==> config.mk <==
export PLATFORM = sky130hd
export DESIGN_NAME = bus_arbiter4
export DESIGN_NICKNAME = d
export VERILOG_FILES = /design/src/rtl/bus_arbiter4.sv
export SDC_FILE = /design/constraint.sdc
export NUM_CORES = 1
export LEC_CHECK = 0
export BUFFER_PORTS_ARGS = -buffer_cell sky130_fd_sc_hd__buf_2
export CORE_MARGIN = 4
export CORE_UTILIZATION = 25
export CTS_CLUSTER_SIZE = 14
export DETAILED_ROUTE_END_ITERATION = 7
export HOLD_SLACK_MARGIN = 0.1
export MAX_ROUTING_LAYER = met4
export PLACE_DENSITY = 0.4
export SYNTH_ARGS = -nofsm -noshare
export SYNTH_HDL_FRONTEND = slang
export SYNTH_SLANG_ARGS = --single-unit
==> constraint.sdc <==
create_clock -name clk -period 2.9 [get_ports clk]
set_clock_uncertainty 0.1 [all_clocks]
set_input_delay 0.435 -clock clk [delete_from_list [all_inputs] [get_ports clk]]
set_output_delay 0.435 -clock clk [all_outputs]
set_load 0.01 [all_outputs]
==> src/rtl/bus_arbiter4.sv <==
// Round-robin arbiter for one shared bus with four masters.
// Registered one-hot grant, hold-until-release, optional hold timeout.
module bus_arbiter4 #(
    parameter int TIMEOUT = 16,
    parameter int TW      = 5
) (
    input  logic       clk,
    input  logic       reset,
    input  logic [3:0] req,
    input  logic       done,
    output logic [3:0] grant,
    output logic [1:0] owner,
    output logic       bus_busy,
    output logic       timeout
);

    typedef enum logic {IDLE, BUSY} state_t;

    localparam logic [TW-1:0] LIMIT = TW'((TIMEOUT == 0) ? 0 : TIMEOUT - 1);
    localparam logic [TW-1:0] SAT   = TW'(TIMEOUT);

    state_t        state;
    logic [1:0]    last;
    logic [TW-1:0] cnt;

    // Returns {found, index}; the scan starts just above prev and wraps upward.
    function automatic logic [2:0] pick(input logic [3:0] r, input logic [1:0] prev);
        logic [2:0] res;
        logic [1:0] idx;
        res = 3'b000;
        for (int k = 3; k >= 0; k--) begin
            idx = prev + 2'(k) + 2'd1;
            if (r[idx]) res = {1'b1, idx};
        end
        return res;
    endfunction

    logic       owner_req;
    logic       expire;
    logic       release_now;
    logic [2:0] idle_pick;
    logic [2:0] rel_pick;

    // The owner's own bit is already clear when it dropped its request, so a
    // plain re-pick from owner+1 covers the masking case.
    assign owner_req   = req[owner];
    assign expire      = (TIMEOUT != 0) && (cnt == LIMIT) && !done;
    assign release_now = done || !owner_req || expire;
    assign idle_pick   = pick(req, last);
    assign rel_pick    = pick(req, owner);

    // NOTE: every register here uses non-blocking assignment so all state
    // updates see the same pre-edge values, regardless of statement order.
    always_ff @(posedge clk) begin
        if (reset) begin
            state    <= IDLE;
            grant    <= 4'b0000;
            owner    <= 2'd0;
            bus_busy <= 1'b0;
            timeout  <= 1'b0;
            last     <= 2'd3;
            cnt      <= '0;
        end else begin
            timeout <= 1'b0;
            case (state)
                IDLE: begin
                    if (idle_pick[2]) begin
                        grant    <= 4'b0001 << idle_pick[1:0];
                        owner    <= idle_pick[1:0];
                        bus_busy <= 1'b1;
                        cnt      <= '0;
                        state    <= BUSY;
                    end
                end
                BUSY: begin
                    if (release_now) begin
                        last    <= owner;
                        timeout <= expire;
                        cnt     <= '0;
                        if (rel_pick[2]) begin
                            grant <= 4'b0001 << rel_pick[1:0];
                            owner <= rel_pick[1:0];
                        end else begin
                            grant    <= 4'b0000;
                            owner    <= 2'd0;
                            bus_busy <= 1'b0;
                            state    <= IDLE;
                        end
                    end else if (cnt != SAT) begin
                        cnt <= cnt + 1'b1;
                    end
                end
                default: state <= IDLE;
            endcase
        end
    end

endmodule

### Word-level counts from Yosys, hierarchy flattened

Index checks and enable logic that the tools add are counted.

| word-level totals | value |
|---|---|
| register bits | 16 |
| output and inout bits | 8 |

| operators by class | value |
|---|---|
| add/subtract/negate cells | 13 |
| $lt $le $gt $ge | 9 |
| equality and inequality tests | 6 |
| shift-type cells | 2 |
| muxes and demuxes | 46 |
| bitwise operators | 2 |
| reduce and logical (&&, ||, !) cells | 10 |

Operator list:

| operator | number |
|---|---|
| < comparator 2 x 3 -> 1 bit, second input constant | 9 |
| 2-to-1 mux 3 bit | 8 |
| binary-select mux 1 bit (select 2 bit) | 9 |
| adder 2 x 1 -> 2 bit, second input constant | 8 |
| 2-to-1 mux 1 bit | 15 |
| 2-to-1 mux 5 bit | 3 |
| 2-to-1 mux 4 bit | 3 |
| one-hot mux 5 bit (2 select lines) | 1 |
| adder 2 bit, second input constant | 4 |
| one-hot mux 4 bit (2 select lines) | 1 |
| << shifter 1 x 2 -> 4 bit, first input constant | 2 |
| 2-to-1 mux 2 bit | 3 |
| AND reduction 2 bit | 3 |
| adder 5 x 1 -> 5 bit, second input constant | 1 |
| == test 5 x 4 -> 1 bit, second input constant | 1 |
| inequality test 5 bit, second input constant | 1 |
| inequality test 2 bit, second input constant | 2 |
| one-hot mux 1 bit (2 select lines) | 2 |
| one-hot mux 2 bit (2 select lines) | 1 |
| inequality test 3 x 1 -> 1 bit, second input constant | 1 |
| AND reduction 3 bit | 1 |
| OR reduction 3 bit | 1 |
| logical NOT 1 bit | 2 |
| logical OR 1 bit | 2 |
| 3 further kinds | 4 |

### Logic depth before layout (Yosys ltp)

| logic depth | value |
|---|---|
| depth in word-level cells | 12 |
| gate-level depth with buffers | 9 |
| gate-level depth less buffers | 8 |

### Worst setup path after synthesis

No wires, ideal clock.

| timing path | value |
|---|---|
| path kind | input -> register |
| start point | input port req[3] |
| end point | register grant[0] |
| library setup time | 88 ps |
| data arrival time | 1699 ps |
| setup slack | 1013 ps |
| stages | 7 |
| buffers on the path | 2 |
| cell sequence | buf_6 -> mux4_2 -> nand3_2 -> nor2b_4 -> buf_6 -> nor2_2 -> a311oi_2 |

| between the ends | value |
|---|---|
| cells in the longest elaborated chain, start to end | 10 |
| elaborated cells between the ends (all ways) | 38 |
| classes of those cells | eq/ne (2); shift (2); mux (30); reduce/logical (4) |

RTL lines:

| item | RTL line | text |
|---|---|---|
| from (decl) | 9 | `input logic [3:0] req,` |
| binary-select mux 1 bit (select 2 bit) | 33 | `if (r[idx]) res = {1'b1, idx};` |
| 2-to-1 mux 1 bit (implied by the code) | 33 |  |
| 2-to-1 mux 3 bit (4 in a row) | 33 |  |
| << shifter 1 x 2 -> 4 bit | 81 | `grant <= 4'b0001 << rel_pick[1:0];` |
| 2-to-1 mux 4 bit | 80 | `if (rel_pick[2]) begin` |
| 2-to-1 mux 4 bit | 76 | `if (release_now) begin` |
| one-hot mux 4 bit (2 select lines) | 65 | `case (state)` |
| to (signal assigned) | 68 | `grant <= 4'b0001 << idle_pick[1:0];` |
| to (signal assigned) | 81 |  |
| to (decl) | 11 | `output logic [3:0] grant,` |

Parallel ways exist; a longest one is shown, timed or not. The select of a mux whose other input is x is not followed.
A chain may end at the register's enable or synchronous reset.

### Worst setup path after layout

| timing path | value |
|---|---|
| start point | register owner[0] |
| end point | register owner[0] |

| between the ends | value |
|---|---|
| cells in the longest elaborated chain, start to end | 11 |
| elaborated cells between the ends (all ways) | 28 |
| classes of those cells | add/sub (6); eq/ne (1); mux (17); reduce/logical (4) |

RTL lines:

| item | RTL line | text |
|---|---|---|
| from (decl) | 12 | `output logic [1:0] owner,` |
| from (signal assigned) | 69 | `owner <= idle_pick[1:0];` |
| from (signal assigned) | 82 | `owner <= rel_pick[1:0];` |
| adder 2 bit | 32 | `idx = prev + 2'(k) + 2'd1;` |
| adder 2 x 1 -> 2 bit | 32 |  |
| binary-select mux 1 bit (select 2 bit) | 33 |  |
| 2-to-1 mux 1 bit (implied by the code) | 33 |  |
| 2-to-1 mux 3 bit (4 in a row) | 33 |  |
| 2-to-1 mux 2 bit | 80 |  |
| 2-to-1 mux 2 bit | 76 |  |
| one-hot mux 2 bit (2 select lines) | 65 |  |

Parallel ways exist; a longest one is shown, timed or not. The select of a mux whose other input is x is not followed.

==> summary.txt <==
Logic synthesis
  • Mean Syn Cell Area: 8.62 µm²
  • Yosys warns: 0
  • Netlist cell types: 39
  • Yosys top cell area share: 32.0%
  • Syn nets: 126
  • Largest area contributor in the synthesized netlist: dfxtp_1
  • Post-Synthesis Cells: 116
  • Seq/Total Area, Yosys: 32.0%
  • Synth area leaders: dfxtp_1 32%, nor2_1 6.8%, ha_1 3.8%, buf_6 3.4%, a21oi_1 3.0%
  • Syn Std Cell Area: 1000 µm²
  • Synth Register Bits: 16

Die
  • Die ar.: 5070 µm²
  • Die W: 71.2 µm
  • Std-Cell Rows: 22
  • Core footprint: 3770 µm²
  • Num ports: 15
  • Die Ht: 71.2 µm
  • Starting Density: 26.5%

GRT
  • GRT Util Overall: 9.62%
  • Vias in the first global route: 784
  • First-pass GRT wire length: 3800 µm
  • Global-route congestion overflow total: 0
  • Initial antenna violation count: 0
  • Pin count of the biggest net entering global routing: 17

Place
  • DP Area: 1080 µm²
  • PortBufs: 14
  • RD Place Congestion: 0.807
  • Hpwl dp: 1620 µm

Timing
  • Max-slew violations: 0
  • Worst-margin pin slew: 569 ps
  • Max-slew headroom: 61.6%
  • Fin. Hold Viols: 0
  • Sum Neg Setup Slack: 0 ps
  • RSZ-0062 raised after global routing: no
  • WHS: 253 ps
  • Max Clock Freq: 0.497 GHz
  • Fin crit period: 2010 ps
  • Final period utilization: 69.4%
  • # setup viols final: 0

Cells and area
  • Share of layout cells above drive strength 1: 21.9%
  • Most common cell after layout, fill and taps aside: nor2_1
  • Most frequent cells in the layout: 18 x nor2_1, 16 x dfxtp_1, 14 x buf_2
  • Ant diodes: 0
  • Net count, final: 139
  • Layout area overhead: 14.0%
  • Final Cell Area: 1140 µm²

Critical path
  • Worst Path Max Fanout: 12
  • Setup Crit Path Kind: reg -> reg
  • CP startpoint: owner[0]
  • CP top delay family: simple AND/OR/NAND/NOR gates
  • CP Buf/Inv Count: 0
  • CP cell instances: mux4_2 -> nand3_2 -> nor2b_4 -> nor2_1 -> nor4_1
  • Critical Path Start Type: register
  • Reg2reg start: owner[0]
  • CP max stage cell: mux4_2
  • Crit path required time: 2960 ps
  • Kind of end point of the critical path: register
  • Worst R2R Path Depth: 5
  • CP Depth: 5
  • CP peak stage delay: 580 ps
  • Worst R2R Setup Slack: 890 ps
  • CP endpoint: owner[0]
  • Data arrival time of the worst path: 2070 ps
  • Worst flop-to-flop path endpoint: owner[0]

Clock tree
  • CTS tree: built
  • Clk Latency, worst-skew pair: 250 ps
  • Root buffer cell: clkbuf_8
  • Sink Count: 16
  • CTS buffer count: 3
  • CTS clk-pin slew, worst paths: 70 ps
  • CTS Buffer Depth: 2
  • Postcts setup bufs: 0
  • Number of hold buffers added after CTS: 0
  • Post-cts resize count: 0
  • H-tree levels: 1

Status
  • Outcome: complete, no violations

Routing
  • Routed Antenna Nets: 0
  • Drt via density: 4.90
  • Via count: 862
  • Detailed Routing Iterations Pass 1: 5
  • Drt drc: 0
  • Drt wl/cell: 12.5 µm
  • Total wire length: 2200 µm
  • Initial detailed-routing violation count: 48

Job
  • Max Cap Violations: 0

Power and ir drop
  • Pleak: 0.461 nW
  • Peak VDD IR: 304 µV
  • Pwr dens: 509 nW/µm²

Hold path
  • Hold WC Path Type: in -> reg
## flip-flops by register name, summed over array words and instances, names as in the netlist
| register | flops |
|---|---|
| bus_busy | 1 |
| cnt | 5 |
| grant | 4 |
| last | 2 |
| owner | 2 |
| state | 1 |
| timeout | 1 |
## stage by stage
step / total power [mW] / util (%) / setup WS, ps / instances
6_report: 0.580 / 30.2 / 886 / 176
5_1_grt: 0.615 / 30.2 / 715 / 176
4_1_cts: 0.588 / 30.2 / 863 / 176
3_5_place_dp: 0.383 / 28.8 / 763 / 172
3_3_place_gp: 0.384 / 28.8 / 763 / 172
2_1_floorplan: 0.351 / - / 1010 / 116
## power breakdown
part	switching (mW)	total (mW)	leakage [nW]	internal, mW
sequential	0.0204	0.256	0.132	0.236
combinational	0.0664	0.122	0.301	0.0552
clock	0.0818	0.202	0.0288	0.120
total	0.169	0.580	0.461	0.411
## final cells by class
type | instances | area (µm²)
clock buffer | 4 | 55.1
multi-input combinational | 89 | 616
tap | 48 | 60.1
fill | 406 | 2630
inverter | 5 | 18.8
timing repair buffer | 14 | 70.1
sequential | 16 | 320
## metal layers
layer,global-route usage (%),vias up,wire [µm]
met3,2.95,2,89
met1,13.4,403,1120
met5,-,-,0
met2,13.5,14,971
li1,-,443,-
met4,2.51,0,19
## how the worst min path moves through the flow
stage,start,end,cells after the start
floorplan,cnt[4],cnt[4],2
global placement,bus_busy,bus_busy,2
detailed placement,bus_busy,bus_busy,2
CTS,done,timeout,2
global route,done,timeout,2
finish,done,timeout,2
## cell families (layout without fill, tap and decap cells)
kind of cell,after synthesis,in the layout,synth area share (%)
flip-flops,16,16,32.0
AO/OA/AOI/OAI,28,28,21.3
adder cells (fa/ha/maj),3,3,3.76
AND/OR/NAND/NOR,54,54,31.4
buffers and inverters,11,23,6.38
multiplexers,3,3,4.26
XOR/XNOR,1,1,0.876
## Yosys cell counts
| master | n |
|---|---|
| dfxtp_1 | 16 |
| buf_6 | 3 |
| a31oi_1 | 2 |
| nor2b_1 | 3 |
| nand4b_1 | 1 |
| nor2b_4 | 1 |
| nand3_1 | 3 |
| nand3b_1 | 2 |
| a211oi_2 | 1 |
| a211o_1 | 2 |
| mux4_2 | 1 |
| clkbuf_1 | 3 |
| o21bai_1 | 1 |
| nor4_4 | 1 |
| a311oi_1 | 1 |
| o21a_1 | 2 |
| nor3_1 | 3 |
| a21oi_1 | 6 |
| nand4bb_1 | 1 |
| nor4_1 | 1 |
| nand2b_1 | 4 |
| o22a_1 | 2 |
| nor2_1 | 18 |
| a311oi_2 | 2 |
| o211a_1 | 1 |
| xnor2_1 | 1 |
| a22oi_1 | 2 |
| ha_1 | 3 |
| o32a_2 | 1 |
| nor2_2 | 2 |
| inv_1 | 5 |
| and3_1 | 2 |
| nand2_1 | 7 |
| mux2i_1 | 2 |
| or3b_1 | 2 |
| and2b_1 | 1 |
| nand3_2 | 1 |
| o21ai_0 | 5 |
| nor4bb_1 | 1 |
Note: power is estimated with default switching activity, not from simulation.
